## config.mk

```make
export PLATFORM = sky130hd
export DESIGN_NAME = matrix_out_packer_flat
export DESIGN_NICKNAME = d
export VERILOG_FILES = /design/src/rtl/matrix_out_packer_if.sv /design/src/rtl/matrix_out_packer.sv /design/src/flat_wrapper.sv
export SDC_FILE = /design/constraint.sdc
export NUM_CORES = 1
export LEC_CHECK = 0
export CAP_MARGIN = 20
export CORE_MARGIN = 2
export CORE_UTILIZATION = 46
export CTS_CLUSTER_SIZE = 8
export DETAILED_ROUTE_END_ITERATION = 10
export PLACE_DENSITY_LB_ADDON = 0.12
export SETUP_SLACK_MARGIN = 0.05
export SLEW_MARGIN = 0
export SYNTH_ARGS = -nofsm -noshare
export SYNTH_HDL_FRONTEND = slang
export SYNTH_SLANG_ARGS = --single-unit
```

## constraint.sdc

```tcl
create_clock -name clk -period 12.35 [get_ports clk]
set_input_delay 2.47 -clock clk [delete_from_list [all_inputs] [get_ports clk]]
set_output_delay 2.47 -clock clk [all_outputs]
set_load 0.02 [all_outputs]
```

## src/rtl/matrix_out_packer_if.sv

```systemverilog
// Row-sum input and packed-word output bundle between the matrix-vector
// multiplier, the packer, and the hash framing stage.
interface matrix_out_packer_if #(
    parameter int SUM_W = 16
);
    logic             start;
    logic [255:0]     hash_in;
    logic             row_valid;
    logic [SUM_W-1:0] row_sum;
    logic             we_out;
    logic [63:0]      dout;
    logic             busy;
    logic             done;
    logic             protocol_err;

    modport master (
        output start, hash_in, row_valid, row_sum,
        input  we_out, dout, busy, done, protocol_err
    );

    modport slave (
        input  start, hash_in, row_valid, row_sum,
        output we_out, dout, busy, done, protocol_err
    );
endinterface

```

## src/rtl/matrix_out_packer.sv

```systemverilog
// Packs one nibble per row sum into four 64-bit words per job, XORed with
// the matching 64-bit slice of the captured first-pass hash.
module matrix_out_packer #(
    parameter int SUM_W = 16,
    parameter int SHIFT = 10,
    parameter int ROWS  = 64
) (
    input logic                 clk,
    input logic                 rst,
    matrix_out_packer_if.slave  bus
);
    typedef enum logic {IDLE, ACCUM} state_t;

    state_t       state;
    logic [5:0]   cnt;
    logic [63:0]  acc;
    logic [255:0] hash_reg;
    logic [3:0]   nibble;
    logic [63:0]  acc_next;
    logic [63:0]  hash_word;

    assign nibble   = bus.row_sum[SHIFT+3:SHIFT];
    assign acc_next = {acc[59:0], nibble};

    // Word k takes the k-th 64-bit slice counting down from the hash MSBs.
    always_comb begin
        hash_word = hash_reg[255:192];
        case (cnt[5:4])
            2'd0: hash_word = hash_reg[255:192];
            2'd1: hash_word = hash_reg[191:128];
            2'd2: hash_word = hash_reg[127:64];
            2'd3: hash_word = hash_reg[63:0];
            default: hash_word = hash_reg[255:192];
        endcase
    end

    always_ff @(posedge clk or posedge rst) begin
        if (rst) begin
            state            <= IDLE;
            cnt              <= '0;
            acc              <= '0;
            hash_reg         <= '0;
            bus.we_out       <= 1'b0;
            bus.dout         <= '0;
            bus.busy         <= 1'b0;
            bus.done         <= 1'b0;
            bus.protocol_err <= 1'b0;
        end else begin
            bus.we_out       <= 1'b0;
            bus.done         <= 1'b0;
            bus.protocol_err <= 1'b0;
            case (state)
                IDLE: begin
                    // Rows outside a job are dropped, only flagged.
                    if (bus.row_valid)
                        bus.protocol_err <= 1'b1;
                    if (bus.start) begin
                        hash_reg <= bus.hash_in;
                        cnt      <= '0;
                        acc      <= '0;
                        bus.busy <= 1'b1;
                        state    <= ACCUM;
                    end
                end
                ACCUM: begin
                    if (bus.row_valid) begin
                        acc <= acc_next;
                        cnt <= cnt + 6'd1;
                        if (cnt[3:0] == 4'hF) begin
                            bus.we_out <= 1'b1;
                            bus.dout   <= acc_next ^ hash_word;
                        end
                        if (cnt == 6'(ROWS - 1)) begin
                            bus.done <= 1'b1;
                            bus.busy <= 1'b0;
                            state    <= IDLE;
                        end
                    end
                end
                default: state <= IDLE;
            endcase
        end
    end
endmodule
```

## src/flat_wrapper.sv

```systemverilog
// flat-port wrapper written by rule: the top's interface ports become plain ports
module matrix_out_packer_flat 
#(
    parameter int SUM_W = 16,
    parameter int SHIFT = 10,
    parameter int ROWS  = 64
)
  (clk, rst, bus_start, bus_hash_in, bus_row_valid, bus_row_sum, bus_we_out, bus_dout, bus_busy, bus_done, bus_protocol_err);
  matrix_out_packer_if #(.SUM_W(SUM_W)) bus_i ();
  input logic clk;
  input logic rst;
  input wire logic [$bits(bus_i.start)-1:0] bus_start;
  input wire logic [$bits(bus_i.hash_in)-1:0] bus_hash_in;
  input wire logic [$bits(bus_i.row_valid)-1:0] bus_row_valid;
  input wire logic [$bits(bus_i.row_sum)-1:0] bus_row_sum;
  output wire logic [$bits(bus_i.we_out)-1:0] bus_we_out;
  output wire logic [$bits(bus_i.dout)-1:0] bus_dout;
  output wire logic [$bits(bus_i.busy)-1:0] bus_busy;
  output wire logic [$bits(bus_i.done)-1:0] bus_done;
  output wire logic [$bits(bus_i.protocol_err)-1:0] bus_protocol_err;
  assign bus_i.start = bus_start;
  assign bus_i.hash_in = bus_hash_in;
  assign bus_i.row_valid = bus_row_valid;
  assign bus_i.row_sum = bus_row_sum;
  assign bus_we_out = bus_i.we_out;
  assign bus_dout = bus_i.dout;
  assign bus_busy = bus_i.busy;
  assign bus_done = bus_i.done;
  assign bus_protocol_err = bus_i.protocol_err;
  matrix_out_packer #(.SUM_W(SUM_W), .SHIFT(SHIFT), .ROWS(ROWS)) u_core (.clk(clk), .rst(rst), .bus(bus_i));
endmodule
```

### Word level (Yosys, flattened, before mapping)

Index checks and enable logic that the tools add are counted.

* equality and inequality tests: 8
* muxes and demuxes: 23
* bitwise operators: 2
* add/subtract/negate cells: 1
* reductions and logical operators: 5

Operator list (number)
* case mux 64 bit (4 select lines): 1
* 2-to-1 mux 60 bit: 2
* case mux 60 bit (2 select lines): 1
* bitwise XOR 64 bit: 1
* 2-to-1 mux 1 bit: 14
* 2-to-1 mux 6 bit: 2
* case mux 6 bit (2 select lines): 1
* adder 6 x 1 -> 6 bit, second input constant: 1
* == test 6 bit, second input constant: 1
* inequality test 2 bit, second input constant: 3
* AND reduction 3 bit: 2
* == test 2 bit, second input constant: 2
* == test 4 bit, second input constant: 1
* case mux 1 bit (2 select lines): 2
* AND reduction 2 bit: 2
* == test 2 x 1 -> 1 bit, second input constant: 1
* logical NOT 2 bit: 1
* NOT 1 bit: 1

* bits in registers: 391
* output and inout port bits: 68

### Longest topological paths before layout

* depth in word-level cells: 4
* gate-level depth with buffers: 8

### Least setup slack after synthesis

No wires, ideal clock.

* path type: input to register
* from: input port bus_row_valid
* to: register u_core.bus.busy
* arrival time: 3294 ps
* library setup time: 118 ps
* cell stages on the path: 7
* path slack: 8938 ps
* path buffers: 2
* cell sequence: nand2_2 > or2_1 > buf_2 > buf_6 > inv_2 > nand3_2 > a21o_1

* longest elaborated chain between the ends: 2

RTL lines
* from (decl): RTL line flat_wrapper.sv:14 `input wire logic [$bits(bus_i.row_valid)-1:0] bus_row_valid;`
* inequality test 2 bit (no source line)
* AND reduction 3 bit (no source line)
* to (signal assigned): RTL line matrix_out_packer.sv:45 `bus.busy <= 1'b0;`
* to (signal assigned): RTL line matrix_out_packer.sv:61 `bus.busy <= 1'b1;`
* to (signal assigned): RTL line matrix_out_packer.sv:75 `bus.busy <= 1'b0;`
* to (decl): RTL line matrix_out_packer_if.sv:23 `output we_out, dout, busy, done, protocol_err`

Every way passes these cells.
A chain may end at the register's enable or synchronous reset.

### Worst setup path in the final report

* from: input port bus_start
* to: register u_core.hash_reg[61]

* longest elaborated chain between the ends: 1

RTL lines
* from (decl): RTL line flat_wrapper.sv:12 `input wire logic [$bits(bus_i.start)-1:0] bus_start;`
* AND reduction 2 bit (no source line)
* to (signal assigned): RTL line matrix_out_packer.sv:58 `hash_reg <= bus.hash_in;`
* to (decl): RTL line matrix_out_packer.sv:17 `logic [255:0] hash_reg;`

Every way passes these cells.

==> results.yml <==
global_routing:
  overflow: 0
  grt_pass1_vias: 12400
  antenna_found_initial: 1
  grt_pass1_wl_um: 66610
  grt_use_total_pct: 22.07
  grt_max_degree: 258
logic_synthesis:
  yosysWarnings: 0
  yosys_register_bits: 391
  synthCells: 1608
  avgSynthCellArea_um2: 10.26
  synth.cell_area_um2: 16500
  ys_seq_area_share_pct: 59.31
  synth_cell_types: 31
  synth_fp_nets: 1885
critical_path:
  cp-start-kind: "primary input"
  critPathMaxFanout: 78
  path_depth: 6
  critPathLaunch: "bus_start"
  critical_path_arrival_ns: 5.05
  r2r_cells: 5
  cp.required_ns: 12.83
  crit_end: "u_core.hash_reg[61]"
  max_stage_delay_ns: 0.70
  end_kind: "register"
  cp_top_family: "buffers and inverters"
  r2r-end: "u_core.hash_reg[61]"
  worstSetupPathType: "primary input to register"
  cp_cell_sequence: "clkdlybuf4s50_1, nand2b_4, buf_4, buf_4, nand2_1, nand2_1"
  worstReg2RegStart: "u_core.state"
  r2r_slack_ns: 9.64
  cp_num_buf_inv: 3
  crit_slowest_cell: "buf_4"
job:
  drv_cap: 0
timing:
  setup_tns_ns: 0
  setup_viol: 0
  maxSlewViolCount: 0
  worst_pin_slew_ns: 1.141
  relSlewSlack_pct: 23.92
  min_period_ns: 4.570
  max_freq_mhz: 218.8
  fin_skew_ns: 0.01150
  hold_viol: 0
  rsz0062_at_grt: "no"
  fin_crit_sh_pct: 37.01
finish:
  layout_commonest_cell: "nand2_1"
  largest_register_ffs: 256
  area_delta_synth_final_pct: 30.00
  final_nets: 2182
  layout-drive-gt1-share_pct: 7.281
  layout_common_cells: "835 x nand2_1, 389 x dfrtp_1, 331 x clkdlybuf4s50_1, 64 x xnor2_1, 61 x a22o_1"
  fill_cells: 3034
  design_area_um2: 21450
placement:
  hpwl_um: 25970
  placed_area_um2: 20010
  port_buffers: 331
  gp_congestion: 0.7751
drt:
  route.top_layer_used: "met4"
  met3_length_um: 2500
  drt_iter0_drc: 625
  drt-total-wl_um: 40670
  antenna_left: 0
  wl_met2_um: 19180
  wl_met1_um: 18230
  num_vias: 11980
  drc: 0
  dr.pass1.iters: 5
  wl_per_cell_um: 17.15
  viasPerCell: 5.053
cts:
  root_buffer: "clkbuf_16"
  cts_buffer_depth: 3
  path_clk_slew_ns: 0.05
  insertion_delay_ns: 0.55
  post_cts_resized: 0
  cts_buffers: 54
  cts_tree: "yes"
  post_cts_buffers: 0
  htreeDepth: 2
  postCtsHoldBufs: 0
  clock_sinks: 391
power_and_ir_drop:
  pwr-share-clk_pct: 34.1
  leakage_uw: 0.01014
  p_int_uw: 2764
  power_frac_comb_pct: 22.5
  power.switching_uw: 1051
  power_density_nw_per_um2: 177.9
  vdd_drop_max_mv: 0.1186
  pwr-share-seq_pct: 43.4
  switching_share_pct: 27.55
floorplan:
  row_count: 69
  dieHeight_um: 193.4
  core_area_um2: 35480
  initial_utilization_pct: 46.50
  io_pins: 344
  design.die.area_um2: 37400
  die_w_um: 193.4
outcome:
  status: "finished clean"
hold_path:
  min_from: "u_core.hash_reg[46]"
  hold_path.class: "register to register"
[through the flow]
stage | total power, µW | hold slack, ns | cells | worst slack [ns] | utilization, %
floorplan | 2175 | 0.4373 | 1608 | 4.620 | -
global placement | 2529 | 0.4501 | 2310 | 7.144 | 56.39
detailed placement | 2549 | 0.4570 | 2310 | 7.162 | 56.39
CTS | 3870 | 0.4699 | 2370 | 7.743 | 60.44
global route | 4013 | 0.4839 | 2371 | 7.532 | 60.45
finish | 3816 | 0.4652 | 2371 | 7.780 | 60.45
[kinds of logic after synthesis]
kind of cell / synth area share [%]
adder cells (fa/ha/maj): 0.07583
flip-flops: 59.31
AND/OR/NAND/NOR: 19.53
AO/OA/AOI/OAI: 5.483
multiplexers: 8.888
XOR/XNOR: 3.398
buffers and inverters: 3.322
[power by group through the flow]
stage / logic [µW] / clock network, µW / registers (µW)
6_report: 859 / 1300 / 1660
5_1_grt: 938 / 1390 / 1690
4_1_cts: 877 / 1330 / 1660
3_5_place_dp: 872 / 0 / 1680
3_3_place_gp: 861 / 0 / 1670
2_1_floorplan: 458 / 0 / 1720
[worst min-delay path by stage]
stage,to,slack (ns),cells past startpoint
after detailed placement,u_core.hash_reg[46],0.46,2
after floorplan,u_core.hash_reg[83],0.44,2
after global routing,u_core.hash_reg[189],0.48,2
after CTS,u_core.hash_reg[46],0.47,2
after global placement,u_core.hash_reg[216],0.45,2
final,u_core.hash_reg[46],0.47,2
[cell usage after synthesis (all sizes together)]
master / number / area share (%)
a21o: 1 / 0.046
mux4: 64 / 8.8
or2: 1 / 0.038
o21a: 1 / 0.046
nor2: 2 / 0.061
and2: 1 / 0.038
inv: 3 / 0.068
ha: 1 / 0.076
mux2i: 1 / 0.061
nand2: 836 / 19
nor2b: 2 / 0.076
clkbuf: 44 / 1.0
dfrtp: 391 / 59
nand3: 4 / 0.15
o21ai: 70 / 2.1
and4: 1 / 0.053
a22o: 61 / 3.2
buf: 57 / 2.3
nand2b: 1 / 0.038
nand4: 1 / 0.038
xnor2: 64 / 3.4
a21oi: 1 / 0.030
[area by class of cell]
type                       instances  area, µm²  share of cell area, %
antenna                            1      2.502                0.01167
clock buffer                      60       1438                  6.703
inverter                           3      15.01                0.07000
multi-input combinational       1113       6191                  28.86
sequential                       391       9792                  45.65
tap                              461      576.8                  2.689
timing repair buffer             342       3433                  16.01
[worst min-delay path, stage by stage (launching register included)]
cell and delay, ns:
dfrtp_1 0.33, nand2_1 0.05, nand2_1 0.05
[metal layers]
metal  up-vias  global-route usage, %
met1      5843                  30.73
met4         0                  5.485
met2       305                  35.13
li1       5776                      -
met3        57                  5.370
met5         -                      0
No activity file was read; power rests on OpenSTA's default activity.
